==> src/rtl/serial_subtractor.sv <==
// rtl/serial_subtractor.sv - bit-serial A - B - Bin subtractor, LSB first, one bit per clock.
module serial_subtractor #(
  parameter int WIDTH = 8
) (
  input  logic             clk,
  input  logic             rst,
  input  logic             start,
  input  logic [WIDTH-1:0] A,
  input  logic [WIDTH-1:0] B,
  input  logic             Bin,
  output logic             busy,
  output logic             done,
  output logic [WIDTH-1:0] Diff,
  output logic             Bout,
  output logic             zero
);

  typedef enum logic [1:0] {IDLE, RUN, DONE} state_t;

  localparam int IW = (WIDTH > 1) ? $clog2(WIDTH) : 1;

  state_t           state, state_nxt;
  logic [IW-1:0]    idx;
  logic [WIDTH-1:0] a_sh, b_sh, res, res_nxt;
  logic             br, br_nxt, d, accept, last;

  assign accept  = start && (state != RUN);
  assign last    = (idx == IW'(WIDTH - 1));
  assign d       = a_sh[0] ^ b_sh[0] ^ br;
  assign br_nxt  = (~a_sh[0] & (b_sh[0] ^ br)) | (b_sh[0] & br);
  assign res_nxt = {d, res[WIDTH-1:1]};

  always_ff @(posedge clk or posedge rst) begin
    if (rst) state <= IDLE;
    else     state <= state_nxt;
  end

  always_comb begin
    state_nxt = state;
    case (state)
      IDLE:    if (start) state_nxt = RUN;
      RUN:     if (last)  state_nxt = DONE;
      DONE:    state_nxt = start ? RUN : IDLE;
      default: state_nxt = IDLE;
    endcase
  end

  always_comb begin
    busy = 1'b0;
    done = 1'b0;
    case (state)
      RUN:     busy = 1'b1;
      DONE:    done = 1'b1;
      default: ;
    endcase
  end

  // Operands shift right so the bit under work is always at position 0.
  always_ff @(posedge clk or posedge rst) begin
    if (rst) begin
      a_sh <= '0;
      b_sh <= '0;
      res  <= '0;
      idx  <= '0;
      br   <= 1'b0;
      Diff <= '0;
      Bout <= 1'b0;
      zero <= 1'b1;
    end else if (accept) begin
      a_sh <= A;
      b_sh <= B;
      idx  <= '0;
      br   <= Bin;
    end else if (state == RUN) begin
      a_sh <= a_sh >> 1;
      b_sh <= b_sh >> 1;
      res  <= res_nxt;
      br   <= br_nxt;
      idx  <= idx + 1'b1;
      if (last) begin
        Diff <= res_nxt;
        Bout <= br_nxt;
        zero <= (res_nxt == '0);
      end
    end
  end

endmodule

==> config.mk <==
export PLATFORM = sky130hd
export DESIGN_NAME = serial_subtractor
export DESIGN_NICKNAME = d
export VERILOG_FILES = /design/src/rtl/serial_subtractor.sv
export SDC_FILE = /design/constraint.sdc
export NUM_CORES = 1
export LEC_CHECK = 0
export ABC_AREA = 1
export CAP_MARGIN = 20
export CORE_MARGIN = 4
export CORE_UTILIZATION = 50
export CTS_CLUSTER_DIAMETER = 30
export DETAILED_ROUTE_END_ITERATION = 6
export DONT_BUFFER_PORTS = 1
export GPL_TIMING_DRIVEN = 0
export PLACE_DENSITY = 0.71
export SLEW_MARGIN = 20
export SYNTH_ARGS = -nofsm -noshare
export SYNTH_HDL_FRONTEND = slang
export SYNTH_SLANG_ARGS = --single-unit
export TNS_END_PERCENT = 50
==> constraint.sdc <==
create_clock -name clk -period 4.1 [get_ports clk]
set_input_delay 0.41 -clock clk [delete_from_list [all_inputs] [get_ports clk]]
set_output_delay 0.41 -clock clk [all_outputs]
set_load 0.02 [all_outputs]
==> results by group, run 1 <==
Final layout
  • Fillers: 303
  • Share of cells above drive strength 1: 16.7%
  • Post-layout net count: 220
  • N_diodes: 0
  • Synth-to-layout area growth: 9.42%
  • Final Non-Filler Cells: 242

Setup path
  • R2r setup slk: 2700 ps
  • FF-to-FF End: zero$_DFFE_PP1P_
  • Worst-path cell chain: inv_2 -> nor2_4 -> buf_4
  • Delay-heaviest family, CP: flip-flops
  • CP Capture Type: output pin
  • CP arrival: 1200 ps
  • Critical Path Slowest Stage Cell: dfrtp_1
  • CP startpoint kind: flop
  • Reg2reg path depth: 6
  • RR Startpoint: a_sh[0]$_DFFE_PP0P_
  • Worst path buffer plus inverter count: 2
  • CP peak stage delay: 430 ps
  • Crit Path Max Fanout: 10
  • Worst Path Required: 3690 ps
  • Critical path class: reg -> out

Global routing
  • Global route overflow: 0
  • Vias in the first global route: 1315
  • First-pass GRT wire length: 5.72 mm
  • Initial antenna violation count: 0
  • Pin count of the biggest net entering global routing: 26
  • GR Util All Layers: 17.1%

Yosys
  • Yosys top cell area share: 55.5%
  • Part of the Yosys area used for sequential elements: 57.0%
  • Async set-reset flop share out of synthesis: 100%
  • Main synth FF type: dfrtp_1
  • Cell area after synthesis: 1710 um2
  • Post-synth top cells: 66 x nand2_1, 38 x dfrtp_1, 31 x nand3_1, 11 x inv_1, 8 x o21ai_2
  • Count leader, synth: nand2_1
  • Gate Count Post-Synth: 188
  • Synth area leaders: dfrtp_1 55%, nand2_1 14%, nand3_1 9.1%
  • Syn_nets: 211
  • Top cell type by total area after synthesis: dfrtp_1
  • Synth Area per Inst: 9.12 um2
  • Post-synthesis register bit count: 39
  • Synth warn: 0
  • Number of library cell types mapped by synthesis: 21
  • Number of synthesized flops with an enable pin: 0

Placed design
  • Cells after DPL: 233
  • # port buffers: 0
  • RePlAce Congestion: 0.816
  • Dpl hpwl: 2.37 mm

Min path
  • Min-Delay Endpoint: b_sh[7]$_DFFE_PP0P_
  • WHS Path Cells: 2
  • Hold Crit Class: in -> reg
  • Hold Startpoint: B[7]

Clock network
  • Worst-Skew Late Latency: 340 ps
  • Clock tree sinks: 39
  • CTS Buf Count: 5
  • CTS tree: done
  • Clk buf depth: 2
  • CTS clk-pin slew, worst paths: 110 ps
  • H-tree levels: 2
  • Root Driver: clkbuf_4

Floorplan
  • Initial Utilization: 54.4%
  • Die area: 4430 um2
  • # rows: 20
  • CORE AREA: 3150 um2
  • Die W: 66.6 um
  • IO Pins: 32
  • Die Ht: 66.6 um

Power
  • Switching pwr: 577 uW
  • Worst IR Drop VDD: 329 uV
  • Combinational power share: 35.3%
  • Total power per unit cell area: 756 nW/um2
  • Clk pwr share: 15.5%
  • Internal Pwr Total: 840 uW
  • Switching power share of the total: 40.7%
  • Tot Pwr: 1.42 mW
  • P_leak: 0.936 nW
  • Sequential share of power: 49.1%

Routing
  • Total wire length: 3.24 mm
  • DRC violations left: 0
  • WL/cell: 13.4 um
  • Routed vias/inst: 5.16
  • DRT iter0 DRCs: 96
  • 1st-pass router iterations: 4
  • Final ANT Viol Nets: 0
  • DR vias: 1248

STA
  • Slew Limit Headroom: 69.9%
  • Number of hold violations in the final report: 0
  • Fin. max-slew vios: 0
  • Fmax: 0.622 GHz
  • Slew @ Worst Pin: 451 ps
  • Post-Route Setup TNS: 0 ps
  • Final setup fails: 0
  • Clock skew: 5.35 ps
  • Unrepaired setup endpoints after global routing: false
  • Min Tclk post-route: 1610 ps
  • Fin crit share: 39.2%

Run
  • Max-cap violations: 0

Status
  • Status: complete, no violations
## cells by family (layout without fill, tap and decap cells)
kind of cell    Yosys count  count (layout)  share of synthesized area [%]
compound gates           17              17                           6.79
fa+ha+maj                 3               3                           2.63
buf+inv                  22              32                           6.57
flops                    39              39                           57.0
simple gates            107             107                           27.0
## worst reg2reg max path: stages, from the launching register on
cell	delay, ps
dfrtp_1	380
inv_1	60
fa_1	600
nand2_1	70
nor2_1	100
nand3_1	80
nand2_1	60
## cells in the final DEF (no fill, tap or decap), types with 4 or more instances in the layout
master,n
o21ai_0,7
clkbuf_4,5
nand2_1,66
dfrtp_1,38
nor2_1,5
inv_1,10
nand3_1,31
inv_2,4
o21ai_2,8
## sequential cells by signal, summed over array words and instances, names as in the netlist
signal  cells
res         7
a_sh        8
idx         3
Diff        8
state       2
zero        1
b_sh        8
Bout        1
br          1
## final cells by class
type / instances / area [um2] / share of cell area [%]
Multi-Input combinational cell: 127 / 624 / 33.3
Timing Repair Buffer: 2 / 37.5 / 2.00
Tap cell: 44 / 55.1 / 2.94
Sequential cell: 39 / 977 / 52.1
Clock buffer: 8 / 68.8 / 3.67
Inverter: 14 / 52.6 / 2.80
Buffer: 8 / 60.1 / 3.20
## per-layer routing
layer,vias to the layer above,GRT usage [%],routed length (um)
li1,616,-,-
met1,592,20.2,1410
met2,34,29.2,1630
met3,6,5.23,155
met4,0,6.09,43
met5,-,0,0
## metrics by stage
stage	instance area [um2]	setup WS [ps]	utilization (%)	hold slack, ps
after floorplan	1710	2800	-	442
after global placement	1770	2410	56.1	461
after detailed placement	1800	2710	57.0	293
after CTS	1880	2470	59.5	165
after global routing	1880	2410	59.5	165
final	1880	2490	59.5	184
## power groups by stage
stage | registers, mW | logic [mW] | clock network, mW
final | 0.696 | 0.501 | 0.220
after global routing | 0.717 | 0.581 | 0.248
after CTS | 0.698 | 0.513 | 0.229
after detailed placement | 0.706 | 0.508 | 0
after global placement | 0.698 | 0.486 | 0
after floorplan | 0.679 | 0.413 | 0
## timing repair
action                                 in CTS  in global routing
buffers inserted                            0                  0
hold buffers                                1                  0
endpoints found under the hold margin      14                  0
gates resized for setup                     0                  0
## worst max path at each step
stage	startpoint	to	cells after the start
final	state[0]$_DFFE_PP0P_	busy	3
after CTS	state[0]$_DFFE_PP0P_	busy	3
after global routing	state[0]$_DFFE_PP0P_	busy	3
after floorplan	rst	Bout$_DFFE_PP0P_	1
after global placement	rst	Diff[7]$_DFFE_PP0P_	1
after detailed placement	a_sh[0]$_DFFE_PP0P_	zero$_DFFE_PP1P_	6
No activity file was read; power rests on OpenSTA's default activity.
==> run 2, diff against run 1 <==
==> constraint.sdc (replaced) <==
create_clock -name clk -period 1.5 [get_ports clk]
set_input_delay 0.15 -clock clk [delete_from_list [all_inputs] [get_ports clk]]
set_output_delay 0.15 -clock clk [all_outputs]
set_load 0.02 [all_outputs]
==> run 2 against run 1 <==
Against the previous run:
- flip-flop and latch count did not move
- die area did not move
- worst setup slack got worse by 2400 ps
- largest cell class unchanged
- highest routed layer unchanged
==> results by group, run 2 (same netlist as run 1, synthesis figures left out) <==
Status
  • Status: complete, no violations

Final layout
  • Sequential Area: 977 um2
  • Synth-to-layout area growth: 20.5%
  • Post-layout net count: 239
  • Share of cells above drive strength 1: 16.1%
  • Fillers: 270
  • Most common cell after layout, fill and taps aside: nand2_1
  • Largest registers: Diff (8), a_sh (8), b_sh (8)
  • Commonest cells after routing, fill and taps aside: 66 x nand2_1, 38 x dfrtp_1, 31 x nand3_1, 19 x dlygate4sd3_1, 10 x inv_1
  • N_diodes: 0
  • Area of the multi-input gates: 627 um2
  • Design Area, Final: 2070 um2

Clock network
  • H-tree levels: 2
  • CTS tree: done
  • CTS clk-pin slew, worst paths: 110 ps
  • Worst-Skew Late Latency: 340 ps
  • CTS Buf Count: 5
  • Clk buf depth: 2
  • Root Driver: clkbuf_4
  • Clock tree sinks: 39

Setup path
  • CP startpoint kind: flop
  • RR Startpoint: a_sh[0]$_DFFE_PP0P_
  • CP arrival: 1680 ps
  • Most frequent cell on the critical path: nand2_1
  • FF-to-FF End: zero$_DFFE_PP1P_
  • Reg2reg path depth: 6
  • Critical path class: reg -> reg
  • Worst-path cell chain: inv_1 -> fa_2 -> nand2_1 -> nor2_1 -> nand3_1 -> nand2_1
  • Critical Path Slowest Stage Cell: fa_2
  • CP peak stage delay: 600 ps
  • CP Capture Type: flop
  • Crit Path Max Fanout: 3
  • Worst Path Required: 1790 ps
  • R2r setup slk: 120 ps

STA
  • Fin crit share: 92.3%
  • Unrepaired setup endpoints after global routing: false
  • Fin. max-slew vios: 0
  • Worst setup margin: 116 ps
  • Final setup fails: 0
  • Slew Limit Headroom: 69.0%
  • Min Tclk post-route: 1380 ps
  • Hold_ws: 41.3 ps
  • Fmax: 0.722 GHz
  • Clock skew: 1.87 ps
  • Post-Route Setup TNS: 0 ps
  • Slew @ Worst Pin: 465 ps
  • Number of hold violations in the final report: 0

Global routing
  • Global route overflow: 0
  • Pin count of the biggest net entering global routing: 26
  • GR Util All Layers: 18.8%
  • Initial antenna violation count: 0
  • First-pass GRT wire length: 6.23 mm
  • Vias in the first global route: 1416

Placed design
  • Placed inst area: 1800 um2
  • Pre-CTS setup slack: 106 ps
  • Dpl hpwl: 2.37 mm
  • # port buffers: 0
  • RePlAce Congestion: 0.816

Floorplan
  • # rows: 20
  • Die area: 4430 um2
  • IO Pins: 32
  • CORE AREA: 3150 um2
  • Initial Utilization: 54.4%
  • Die Ht: 66.6 um
  • Die W: 66.6 um

Routing
  • Total wire length: 3.59 mm
  • 1st-pass router iterations: 5
  • Final ANT Viol Nets: 0
  • DR vias: 1351
  • DRC violations left: 0
  • DRT iter0 DRCs: 92
  • WL/cell: 13.7 um
  • Routed vias/inst: 5.18

Power
  • Tot Pwr: 3.96 mW
  • Total power per unit cell area: 1920 nW/um2
  • Worst IR Drop VDD: 913 uV
  • P_leak: 1.02 nW

Min path
  • Hold Crit Class: in -> reg
  • WHS Path Cells: 3
  • Hold Startpoint: start
  • Min-Delay Endpoint: idx[0]$_DFFE_PP0P_

Run
  • Max-cap violations: 0
-- run 2: cell types whose count changed in the layout (fill, tap and decap cells not counted), sizes merged --
cell / previous run / this run
buf: 8 / 9
dlygate4sd3: 1 / 19
-- run 2: power breakdown --
part           internal [mW]  switching (mW)  total [mW]
sequential              1.50           0.411        1.91
clock                  0.276           0.326       0.602
combinational          0.577           0.876        1.45
-- run 2: layout make-up --
class                           count  area share [%]
Sequential cell                    39            47.3
Multi-Input combinational cell    127            30.3
Tap cell                           44            2.67
Clock buffer                        8            3.33
Buffer                              8            2.91
Timing Repair Buffer               21            10.9
Inverter                           14            2.54
-- run 2: worst max path at each step --
| stage | startpoint | end | slack (ps) | cells past startpoint |
|---|---|---|---|---|
| after floorplan | a_sh[0]$_DFFE_PP0P_ | zero$_DFFE_PP1P_ | 220 | 6 |
| after global placement | rst | Diff[7]$_DFFE_PP0P_ | 70 | 1 |
| after detailed placement | a_sh[0]$_DFFE_PP0P_ | zero$_DFFE_PP1P_ | 110 | 6 |
| after CTS | a_sh[0]$_DFFE_PP0P_ | zero$_DFFE_PP1P_ | 70 | 6 |
| after global routing | a_sh[0]$_DFFE_PP0P_ | zero$_DFFE_PP1P_ | 20 | 6 |
| final | a_sh[0]$_DFFE_PP0P_ | zero$_DFFE_PP1P_ | 120 | 6 |
-- run 2: what timing repair did --
action,CTS,global route
hold buffers,19,0
setup buffers,0,1
endpoints found under the setup margin,0,1
hold endpoints to repair,55,0
gates resized for setup,0,1
-- run 2: routing by layer --
metal	global-route usage [%]	share of wire (%)	up-vias
met5	0	0	-
met4	8.38	2.5	0
met3	5.73	6.2	12
met2	32.5	52	48
met1	21.0	39	637
li1	-	-	654
-- run 2: critical path: cells and delay by family, from the launching register on --
family | cells | cell delay (ps)
buffers and inverters | 1 | 60
adder cells (fa/ha/maj) | 1 | 600
flip-flops | 1 | 370
AND/OR/NAND/NOR | 4 | 300
-- run 2: stage by stage --
step / utilization (%) / cells
6_report: 65.5 / 261
3_5_place_dp: 57.0 / 233
5_1_grt: 65.5 / 261
2_1_floorplan: - / 188
3_3_place_gp: 56.1 / 232
4_1_cts: 65.2 / 260
